==> src/rtl/gray2binary_decoder.sv <==
// -----------------------------------------------------------------------------
// gray2binary_decoder
//
// Purpose:
//   Decodes a stream of N-bit Gray codes back to binary through one registered
//   output stage. Both sides use valid/ready handshakes, and the stage sustains
//   full throughput. A small monitor tracks the previously accepted code. For
//   each beat it reports whether the value advanced by +1 (mod 2^N) and,
//   optionally, whether the code moved by exactly one bit.
//
// Parameters:
//   N          code width in bits (N >= 2)
//
// Ports:
//   clk        single clock, rising edge
//   rst        synchronous reset, active-high
//   in_valid   gray holds a code to accept
//   in_ready   decoder can accept this cycle (combinational)
//   gray       Gray-coded input word
//   out_valid  binary/dir_up/step_err are valid
//   out_ready  consumer accepts this cycle
//   binary     decoded binary value
//   dir_up     beat is the previous beat's value +1 (mod 2^N)
//   step_err   beat is not a single-bit step from the previous code
//   err_count  saturating count of step errors (G2B_STEP_CHECK_EN only)
//
// Configuration:
//   G2B_STEP_CHECK_EN  when defined, enables the single-bit step checker and
//                      the err_count port. When undefined, step_err is tied to
//                      0 and err_count does not exist.
// -----------------------------------------------------------------------------
module gray2binary_decoder #(
  parameter int N = 4
) (
  input  logic         clk,
  input  logic         rst,
  input  logic         in_valid,
  output logic         in_ready,
  input  logic [N-1:0] gray,
  output logic         out_valid,
  input  logic         out_ready,
  output logic [N-1:0] binary,
  output logic         dir_up,
  output logic         step_err
`ifdef G2B_STEP_CHECK_EN
  ,
  output logic [7:0]   err_count
`endif
);

  typedef enum logic {
    S_FIRST = 1'b0,
    S_TRACK = 1'b1
  } state_t;

  state_t       state_q, state_d;
  logic [N-1:0] prev_bin_q;
  logic [N-1:0] bin_new;
  logic [N-1:0] prev_inc;
  logic         accept;
  logic         dir_new;

  // Downstream stall is the only reason to refuse input.
  assign in_ready = !out_valid || out_ready;
  assign accept   = in_valid && in_ready;
  assign prev_inc = prev_bin_q + N'(1);

  // Decode with an MSB-first XOR prefix chain: b[i] = b[i+1] ^ g[i].
  // NOTE: every always_comb output gets a value before any conditional logic,
  // so no path can leave a signal unassigned and infer a latch.
  always_comb begin
    bin_new        = '0;
    bin_new[N-1]   = gray[N-1];
    for (int i = N - 2; i >= 0; i--) begin
      bin_new[i] = bin_new[i+1] ^ gray[i];
    end
  end

  // The monitor FSM advances only on an accepted beat. The first beat after
  // reset has no predecessor, so it never counts as an up step.
  always_comb begin
    state_d = state_q;
    dir_new = 1'b0;
    if (state_q == S_TRACK) begin
      dir_new = (bin_new == prev_inc);
    end
    if (accept) begin
      state_d = S_TRACK;
    end
  end

  // NOTE: sequential state uses non-blocking assignments only, so every flop
  // samples pre-edge values no matter how the blocks are ordered.
  always_ff @(posedge clk) begin
    if (rst) begin
      state_q    <= S_FIRST;
      out_valid  <= 1'b0;
      binary     <= '0;
      dir_up     <= 1'b0;
      prev_bin_q <= '0;
    end else begin
      state_q <= state_d;
      if (accept) begin
        // A completion on the same edge is absorbed by overwriting the stage.
        out_valid  <= 1'b1;
        binary     <= bin_new;
        dir_up     <= dir_new;
        prev_bin_q <= bin_new;
      end else if (out_ready) begin
        out_valid <= 1'b0;
      end
    end
  end

`ifdef G2B_STEP_CHECK_EN
  logic [N-1:0] prev_gray_q;
  logic [N-1:0] diff;
  logic         err_new;

  // A repeated code (diff == 0) also counts as an illegal step.
  always_comb begin
    diff    = gray ^ prev_gray_q;
    err_new = (state_q == S_TRACK) && ($countones(diff) != 1);
  end

  always_ff @(posedge clk) begin
    if (rst) begin
      prev_gray_q <= '0;
      step_err    <= 1'b0;
      err_count   <= '0;
    end else if (accept) begin
      prev_gray_q <= gray;
      step_err    <= err_new;
      if (err_new && (err_count != 8'hFF)) begin
        err_count <= err_count + 8'd1;
      end
    end
  end
`else
  assign step_err = 1'b0;
`endif

endmodule
==> config.mk <==
export PLATFORM = sky130hd
export DESIGN_NAME = gray2binary_decoder
export DESIGN_NICKNAME = d
export VERILOG_FILES = /design/src/rtl/gray2binary_decoder.sv
export SDC_FILE = /design/constraint.sdc
export NUM_CORES = 1
export LEC_CHECK = 0
export CORE_MARGIN = 2
export CORE_UTILIZATION = 30
export CTS_CLUSTER_SIZE = 14
export DETAILED_ROUTE_END_ITERATION = 7
export PLACE_DENSITY_LB_ADDON = 0.3
export SLEW_MARGIN = 40
export SYNTH_ARGS = -nofsm -noshare
export SYNTH_HDL_FRONTEND = slang
export SYNTH_SLANG_ARGS = --single-unit
export TNS_END_PERCENT = 50
==> constraint.sdc <==
create_clock -name clk -period 3.5 [get_ports clk]
set_input_delay 0.525 -clock clk [delete_from_list [all_inputs] [get_ports clk]]
set_output_delay 0.525 -clock clk [all_outputs]
set_load 0.1 [all_outputs]
==> results.yml, run 1 <==
timing:
  min_period_over_period_pct: 55.16
  max_freq_mhz: 518.0
  slew_violations: 0
  hold_viol: 0
  fin_crit_ns: 1.931
  final-setup-viol-count: 0
  rsz0062_at_grt: "no"
  clock_skew_ns: 0.002818
  fin_setup_tns_ns: 0
synth:
  synth_compound_area_share_pct: 10.47
  synth_area_per_cell_sq_um: 9.357
  synth_seq_cells: 7
  synth_xor_area_share_pct: 17.73
  synth_adder_area_share_pct: 2.907
  synthMuxAreaShare_pct: 6.977
  synth_area_sq_um: 430.4
  netlist_instances: 46
  ys_types: 24
  synth_top_family_by_area: "simple AND/OR/NAND/NOR gates"
  seq_area_frac_synth_pct: 32.56
  syn_nets: 55
  ys_warn_count: 0
  synthSimpleGateAreaFrac_pct: 23.26
layout:
  finalNonFillerCells: 77
  syn_to_final_growth_pct: 31.40
  nNetsFinal: 72
  diodes: 0
  fill_cells: 136
  layout-drive-gt1-share_pct: 22.58
  final_util_pct: 42.93
  design_area_sq_um: 565.5
min_path:
  hp-class: "reg -> reg"
die:
  start_util_pct: 32.67
  num_rows: 13
  core_area_sq_um: 1318
  dieArea_sq_um: 1754
  die_h_um: 41.88
  dieWidth_um: 41.88
  ios: 16
place:
  placement.cell_area_sq_um: 538.0
  numPortBuffers: 14
  hpwl_um: 653.8
  gp_congestion: 0.7642
  place_inst: 73
critical_path:
  required_ns: 2.97
  worst_setup_path_start_kind: "input port"
  worstSetupEndpointType: "output port"
  worstPathArrival_ns: 1.41
  worst-path-buf-inv: 2
  crit_chain: "clkdlybuf4s50_1, nand2b_1, buf_4"
  crit_path_top_delay_cell: "clkdlybuf4s50_1"
  critPathTopFamily: "buffers and inverters"
  path_max_fanout: 3
  crit_type: "in -> out"
  max_stage_delay_ns: 0.44
power:
  peakVddDrop_v: 0.0002357
  leakagePower_nw: 0.2454
  powerDensity_nw_per_um2: 472.4
clock_network:
  cts_buffers: 3
  cts.path.max_buffers: 2
  cts_tree: "yes"
  post_cts_resized: 0
  cts_setup_buffers: 0
  clock_sinks: 7
  h-tree-depth: 1
  clk_latency_ns: 0.25
  clkTransAtPathRegs_ns: 0.06
  hold_buffers: 0
  cts-root-buf: "clkbuf_4"
drt:
  routed.top_layer: "met3"
  vias: 362
  via_per_inst: 4.701
  drt_iter0_markers: 2
  route.met2.wl_um: 380
  drtAntennaViolNets: 0
  wl_met3_um: 78
  firstDrtPassIters: 4
  totalWireLength_um: 847
  avgRoutedWirePerCell_um: 11.00
  wl_met1_um: 389
  drc_errors: 0
status:
  status: "complete, no violations"
grt:
  grt_pass1_wl_mm: 1.490
  grt_util_all_layers_pct: 11.67
  grt_max_degree: 9
  overflow: 0
  antenna_found_initial: 0
  grt_pass1_vias: 360
flow_run:
  cap_violations: 0
==> final timing paths <==
check,start,endpoint,slack (ns),cells after the start
worst min-delay path,state_q,state_q,0.47,2
worst min register to register,state_q,state_q,0.47,2
worst max-delay path,out_ready,in_ready,1.57,3
worst max register to register,prev_bin_q[0],dir_up,2.03,5
==> through the flow <==
step / setup slack (ns) / hold slack, ns / power [mW]
global placement: 1.345 / 0.4454 / 0.1974
finish: 1.569 / 0.4724 / 0.2672
detailed placement: 1.314 / 0.4646 / 0.1937
floorplan: 0.8610 / 0.4339 / 0.1736
global route: 1.483 / 0.5362 / 0.2870
CTS: 1.561 / 0.4788 / 0.2735
==> cell type report <==
class                      instances  area (sq um)  share of cell area [%]
tap                               15         18.77                   3.319
sequential                         7         140.1                   24.78
clock buffer                       3         22.52                   3.982
multi-input combinational         36         267.8                   47.35
inverter                           1         3.754                  0.6637
clock inverter                     1         5.005                  0.8850
timing repair buffer              14         107.6                   19.03
==> synthesized netlist by cell type, drive strengths merged <==
| cell | number | share of area [%] |
|---|---|---|
| nand3 | 2 | 2.3 |
| buf | 2 | 4.4 |
| mux2i | 3 | 7.0 |
| nand2 | 1 | 0.87 |
| o32ai | 1 | 3.8 |
| nand2b | 4 | 5.8 |
| o21ai | 1 | 1.2 |
| dfxtp | 7 | 33 |
| xnor2 | 4 | 8.1 |
| nor2b | 1 | 1.5 |
| conb | 1 | 0.87 |
| inv | 1 | 0.87 |
| nor2 | 7 | 6.1 |
| and2 | 1 | 1.5 |
| xor3 | 1 | 5.8 |
| xor2 | 1 | 3.8 |
| o22ai | 1 | 1.5 |
| a21oi | 2 | 2.3 |
| a211oi | 1 | 1.7 |
| ha | 1 | 2.9 |
| and2b | 1 | 1.7 |
| nand4 | 1 | 1.5 |
| and4 | 1 | 2.0 |
==> layout by cell type (no fill, tap or decap) <==
master,netlist,layout
a211oi_1,1,1
a21oi_1,2,2
and2_1,1,1
and2b_1,1,1
and4_1,1,1
buf_2,0,6
buf_4,1,1
clkbuf_4,0,3
clkdlybuf4s50_1,0,7
clkinv_2,0,1
conb_1,1,1
dfxtp_1,7,7
ha_1,1,1
inv_1,1,1
mux2i_1,3,3
nand2_1,1,1
nand2b_1,4,4
nand3_1,2,2
nand4_1,1,1
nor2_1,7,7
nor2b_1,1,1
o21ai_0,1,1
o22ai_1,1,1
o32ai_2,1,1
xnor2_1,4,4
xor2_2,1,1
xor3_2,1,1
==> per-layer routing <==
metal  GRT usage (%)  vias to the layer above
li1                -                      187
met1           12.93                      160
met2           17.50                       15
met3           8.261                        0
met4           3.871                        0
met5               0                        -
==> tightest hold or removal path: stages (launching register included) <==
cell	delay [ns]
dfxtp_1	0.32
nor2_1	0.05
nor2_1	0.07
==> power breakdown <==
group / internal, mW / switching, mW
clock: 0.0419 / 0.0335
combinational: 0.0310 / 0.0691
sequential: 0.0857 / 0.00599
==> cell families (layout without fill, tap and decap cells) <==
logic type,Yosys count,in the layout
buf+inv,3,19
xor+xnor,6,6
compound gates,6,6
mux,3,3
flops,7,7
other cells,1,1
fa+ha+maj,1,1
simple gates,19,19
==> flip-flops by register name, indices dropped and copies added (netlist names) <==
| signal | cells |
|---|---|
| state_q | 1 |
| out_valid | 1 |
| prev_bin_q | 4 |
| dir_up | 1 |
Power figures use the tool's default switching activity.
==> inputs of run 2 (changes only) <==
clock period = 1.8 ns   (was 3.5 ns; I/O delays follow)
==> run 2 against run 1 <==
- worst hold slack lost 0.011 ns
- clock skew is essentially flat
- register-to-register slack lost 1.6 ns
- first-iteration DRC count rose by 50%
- total power increased by 110%
- global-route usage increased by 0.19 points
- critical endpoint is now dir_up
==> results.yml, run 2 (synthesized netlist as in run 1, its figures left out) <==
status:
  status: "complete, no violations"
drt:
  vias: 368
  drc_errors: 0
  firstDrtPassIters: 2
  avgRoutedWirePerCell_um: 10.68
  via_per_inst: 4.543
  drtAntennaViolNets: 0
  totalWireLength_um: 865
  drt_iter0_markers: 3
clock_network:
  cts_tree: "yes"
  clk_latency_ns: 0.25
  cts_setup_buffers: 0
  clkTransAtPathRegs_ns: 0.05
  h-tree-depth: 1
  post_cts_resized: 0
  clock_sinks: 7
  cts-root-buf: "clkbuf_4"
  cts_buffers: 3
  hold_buffers: 0
  cts.path.max_buffers: 2
timing:
  final-setup-viol-count: 0
  rsz0062_at_grt: "no"
  min_period_over_period_pct: 87.82
  max_freq_mhz: 632.6
  hold_slack_ns: 0.4618
  fin_crit_ns: 1.581
  clock_skew_ns: 0.003145
  hold_viol: 0
  setup_slack_ns: 0.2193
  slew_violations: 0
layout:
  diodes: 0
  finalNonFillerCells: 81
  syn_to_final_growth_pct: 55.81
  final_cell_mix: "nor2_1, clkdlybuf4s50_1, buf_4"
  regMostFlops: "prev_bin_q"
  layout-drive-gt1-share_pct: 31.82
  largest_reg_flops: 4
  nNetsFinal: 76
  final_util_pct: 50.90
die:
  dieArea_sq_um: 1754
  num_rows: 13
  ios: 16
  start_util_pct: 32.67
  core_area_sq_um: 1318
  die_h_um: 41.88
  dieWidth_um: 41.88
power:
  leakagePower_nw: 0.2857
  powerDensity_nw_per_um2: 820.8
  peakVddDrop_v: 0.0004846
critical_path:
  path_max_fanout: 3
  r2r-end: "dir_up"
  worstReg2RegStart: "prev_bin_q[0]"
  worst_setup_path_start_kind: "input port"
  required_ns: 1.96
  r2r_slack_ns: 0.39
  worstSetupEndpointType: "flop"
  rr_worst_depth: 5
  crit_type: "in -> reg"
  worstPathArrival_ns: 1.74
place:
  place_inst: 77
  hpwl_um: 717.3
  place_ws_ns: -0.03587
  gp_congestion: 0.6947
  numPortBuffers: 14
min_path:
  hold_depth: 2
  hold_path.startpoint: "state_q"
  hp-class: "reg -> reg"
  min_to: "state_q"
grt:
  overflow: 0
  grt_util_all_layers_pct: 11.86
  grt_pass1_wl_mm: 1.580
  antenna_found_initial: 0
  grt_max_degree: 8
  grt_pass1_vias: 369
flow_run:
  cap_violations: 0
## run 2: cell count changes in the layout (fill, tap and decap cells not counted)
| cell | previous run | this run |
|---|---|---|
| buf_12 | 0 | 4 |
| clkbuf_1 | 0 | 1 |
| nand2b_1 | 4 | 3 |
| dfxtp_1 | 7 | 4 |
| buf_2 | 6 | 0 |
| dfxtp_2 | 0 | 3 |
| clkinv_2 | 1 | 0 |
| nand2b_4 | 0 | 1 |
| buf_4 | 1 | 7 |
## run 2: worst max-delay path by stage
stage,end,slack [ns],startpoint
2_1_floorplan,dir_up,0.06,prev_bin_q[2]
3_3_place_gp,dir_up,0.002,gray[3]
3_5_place_dp,dir_up,-0.04,gray[3]
4_1_cts,dir_up,0.21,gray[3]
5_1_grt,dir_up,0.14,gray[3]
6_report,dir_up,0.22,gray[3]
## run 2: area by class of cell
class / instances / area, sq um
Sequential cell: 7 / 143.9
Fill cell: 130 / 646.9
Clock buffer: 4 / 26.28
Inverter: 1 / 3.754
Timing Repair Buffer: 18 / 202.7
Tap cell: 15 / 18.77
Multi-Input combinational cell: 36 / 275.3
## run 2: worst max-delay path, stage by stage
cell             delay [ns]
clkdlybuf4s50_1        0.48
xor3_2                 0.47
xor2_2                 0.16
o22ai_1                0.11
o32ai_2                0.24
## run 2: through the flow
stage                     TNS (ns)  power, mW  cell area (sq um)
after detailed placement  -0.03587     0.4162              644.4
after floorplan                  0     0.3411              441.7
after global routing             0     0.5845              670.6
after CTS                        0     0.5615              670.6
after global placement           0     0.4143              644.4
final                            0     0.5504              670.6
## run 2: per-layer routing
metal | track usage (%) | part of all wire, % | vias up
met5 | 0 | 0 | -
met4 | 9.677 | 1.6 | 0
met3 | 2.174 | 5.0 | 2
met2 | 16.88 | 48 | 8
met1 | 15.34 | 45 | 159
li1 | - | - | 199
## run 2: where the power goes
group          internal (mW)  total (mW)  switching (mW)
Clock                 0.0844       0.139          0.0543
Combinational         0.0910       0.228           0.137
Sequential             0.168       0.184          0.0156
Total                  0.344       0.550           0.207
==> inputs of run 3 (changes only) <==
DONT_BUFFER_PORTS = 1   (was not set)
==> run 3 against run 2 <==
- first-iteration DRC count decreased by 67%
- critical path depth unchanged
- sequential share of layout area increased by 6.1 points
- via count decreased by 12%
- count of clock-buffer cells in the layout decreased by 1
- wire length decreased by 14%
- clock power increased by 4%
- cell area decreased by 22%
- final cell count decreased by 14%
- die area unchanged
- combinational power decreased by 21%
- largest cell class unchanged
==> results.yml, run 3 (synthesized netlist as in run 1, its figures left out) <==
grt:
  grt_pass1_vias: 278
  grt_max_degree: 9
  grt_util_all_layers_pct: 9.695
  met2_usage_pct: 15.31
  overflow: 0
  grt-busiest-layer: "met2"
  antenna_found_initial: 0
  grt_pass1_wl_mm: 1.262
  gr-usage-met1_pct: 11.35
  grt_use_met3_pct: 3.043
timing:
  max_freq_mhz: 729.0
  final-setup-viol-count: 0
  fin_setup_tns_ns: 0
  setup_slack_ns: 0.4283
  rsz0062_at_grt: "no"
  fin_crit_ns: 1.372
  clock_skew_ns: 0.01192
  slew_violations: 0
  min_period_over_period_pct: 76.20
  hold_slack_ns: 0.06910
  hold_viol: 0
clock_network:
  cts_setup_buffers: 0
  clkTransAtPathRegs_ns: 0.06
  cts-root-buf: "clkbuf_4"
  cts_tree: "yes"
  post_cts_resized: 0
  cts_buffers: 3
  hold_buffers: 0
  clk_latency_ns: 0.25
  clock_sinks: 7
  h-tree-depth: 1
  cts.path.max_buffers: 2
critical_path:
  crit_type: "reg -> reg"
  critPathTopFamily: "flip-flops"
  worst-path-buf-inv: 0
  worstSetupEndpointType: "flop"
  path_max_fanout: 7
  worst_setup_path_start_kind: "flop"
  max_stage_delay_ns: 0.35
  crit_chain: "ha_1, nand2b_1, and4_1, a21oi_1, o32ai_2"
  crit_path_top_delay_cell: "dfxtp_2"
  worstPathArrival_ns: 1.49
  required_ns: 1.92
min_path:
  hp-class: "in -> reg"
power:
  finalPower_mw: 0.5025
  peakVddDrop_v: 0.0005120
  combPwrFrac_pct: 35.7
  p_sw_share_pct: 39.62
  leakagePower_nw: 0.2257
  powerDensity_nw_per_um2: 963.2
  p_clk_share_pct: 28.6
  p_sw_mw: 0.1991
  p_int_mw: 0.3035
  p_seq_share_pct: 35.7
die:
  dieArea_sq_um: 1754
  core_area_sq_um: 1318
  ios: 16
  dieWidth_um: 41.88
  start_util_pct: 32.67
  num_rows: 13
  die_h_um: 41.88
place:
  hpwl_um: 624.4
  placement.cell_area_sq_um: 494.2
  gp_congestion: 0.6858
  place_inst: 66
  place_ws_ns: 0.4229
  numPortBuffers: 0
drt:
  drtAntennaViolNets: 0
  via_per_inst: 4.614
  drt_iter0_markers: 1
  vias: 323
  drc_errors: 0
  avgRoutedWirePerCell_um: 10.61
  totalWireLength_um: 743
  firstDrtPassIters: 3
layout:
  largest_reg_flops: 4
  diodes: 0
  nNetsFinal: 65
  design_area_sq_um: 521.8
  layout-drive-gt1-share_pct: 32.73
  finalNonFillerCells: 70
  final_util_pct: 39.60
  syn_to_final_growth_pct: 21.22
  regMostFlops: "prev_bin_q"
  final_cell_mix: "nor2_1, buf_4, xnor2_1, dfxtp_1"
flow_run:
  cap_violations: 0
status:
  status: "complete, no violations"
-- run 3: cell count changes in the layout (fill, tap and decap cells not counted), sizes merged --
cell           change
clkinv             +1
clkbuf             -1
buf                -4
clkdlybuf4s50      -7
-- run 3: area by class of cell --
class / instances / area, sq um
fill: 129 / 795.8
multi-input combinational: 36 / 275.3
sequential: 7 / 143.9
timing repair buffer: 7 / 52.55
clock buffer: 3 / 22.52
tap: 15 / 18.77
clock inverter: 1 / 5.005
inverter: 1 / 3.754
-- run 3: worst paths after layout --
check,from,endpoint,slack [ns],cells past startpoint
worst min register to register,state_q,state_q,0.47,2
worst max register to register,prev_bin_q[0],dir_up,0.43,5
worst min-delay path,rst,prev_bin_q[1],0.07,1
worst max-delay path,prev_bin_q[0],dir_up,0.43,5
-- run 3: metal layers --
metal  vias to the layer above  share of wire, %  routed length, um
li1                        175                 -                  -
met1                       139                44                327
met2                         9                49                366
met3                         0               6.7                 50
met4                         0                 0                  0
met5                         -                 0                  0
-- run 3: power by group through the flow --
stage | sequential, mW | combinational (mW) | clock [mW]
global placement | 0.183 | 0.181 | 0
detailed placement | 0.183 | 0.181 | 0
global route | 0.182 | 0.192 | 0.158
CTS | 0.180 | 0.182 | 0.151
floorplan | 0.251 | 0.0898 | 0
finish | 0.180 | 0.179 | 0.144
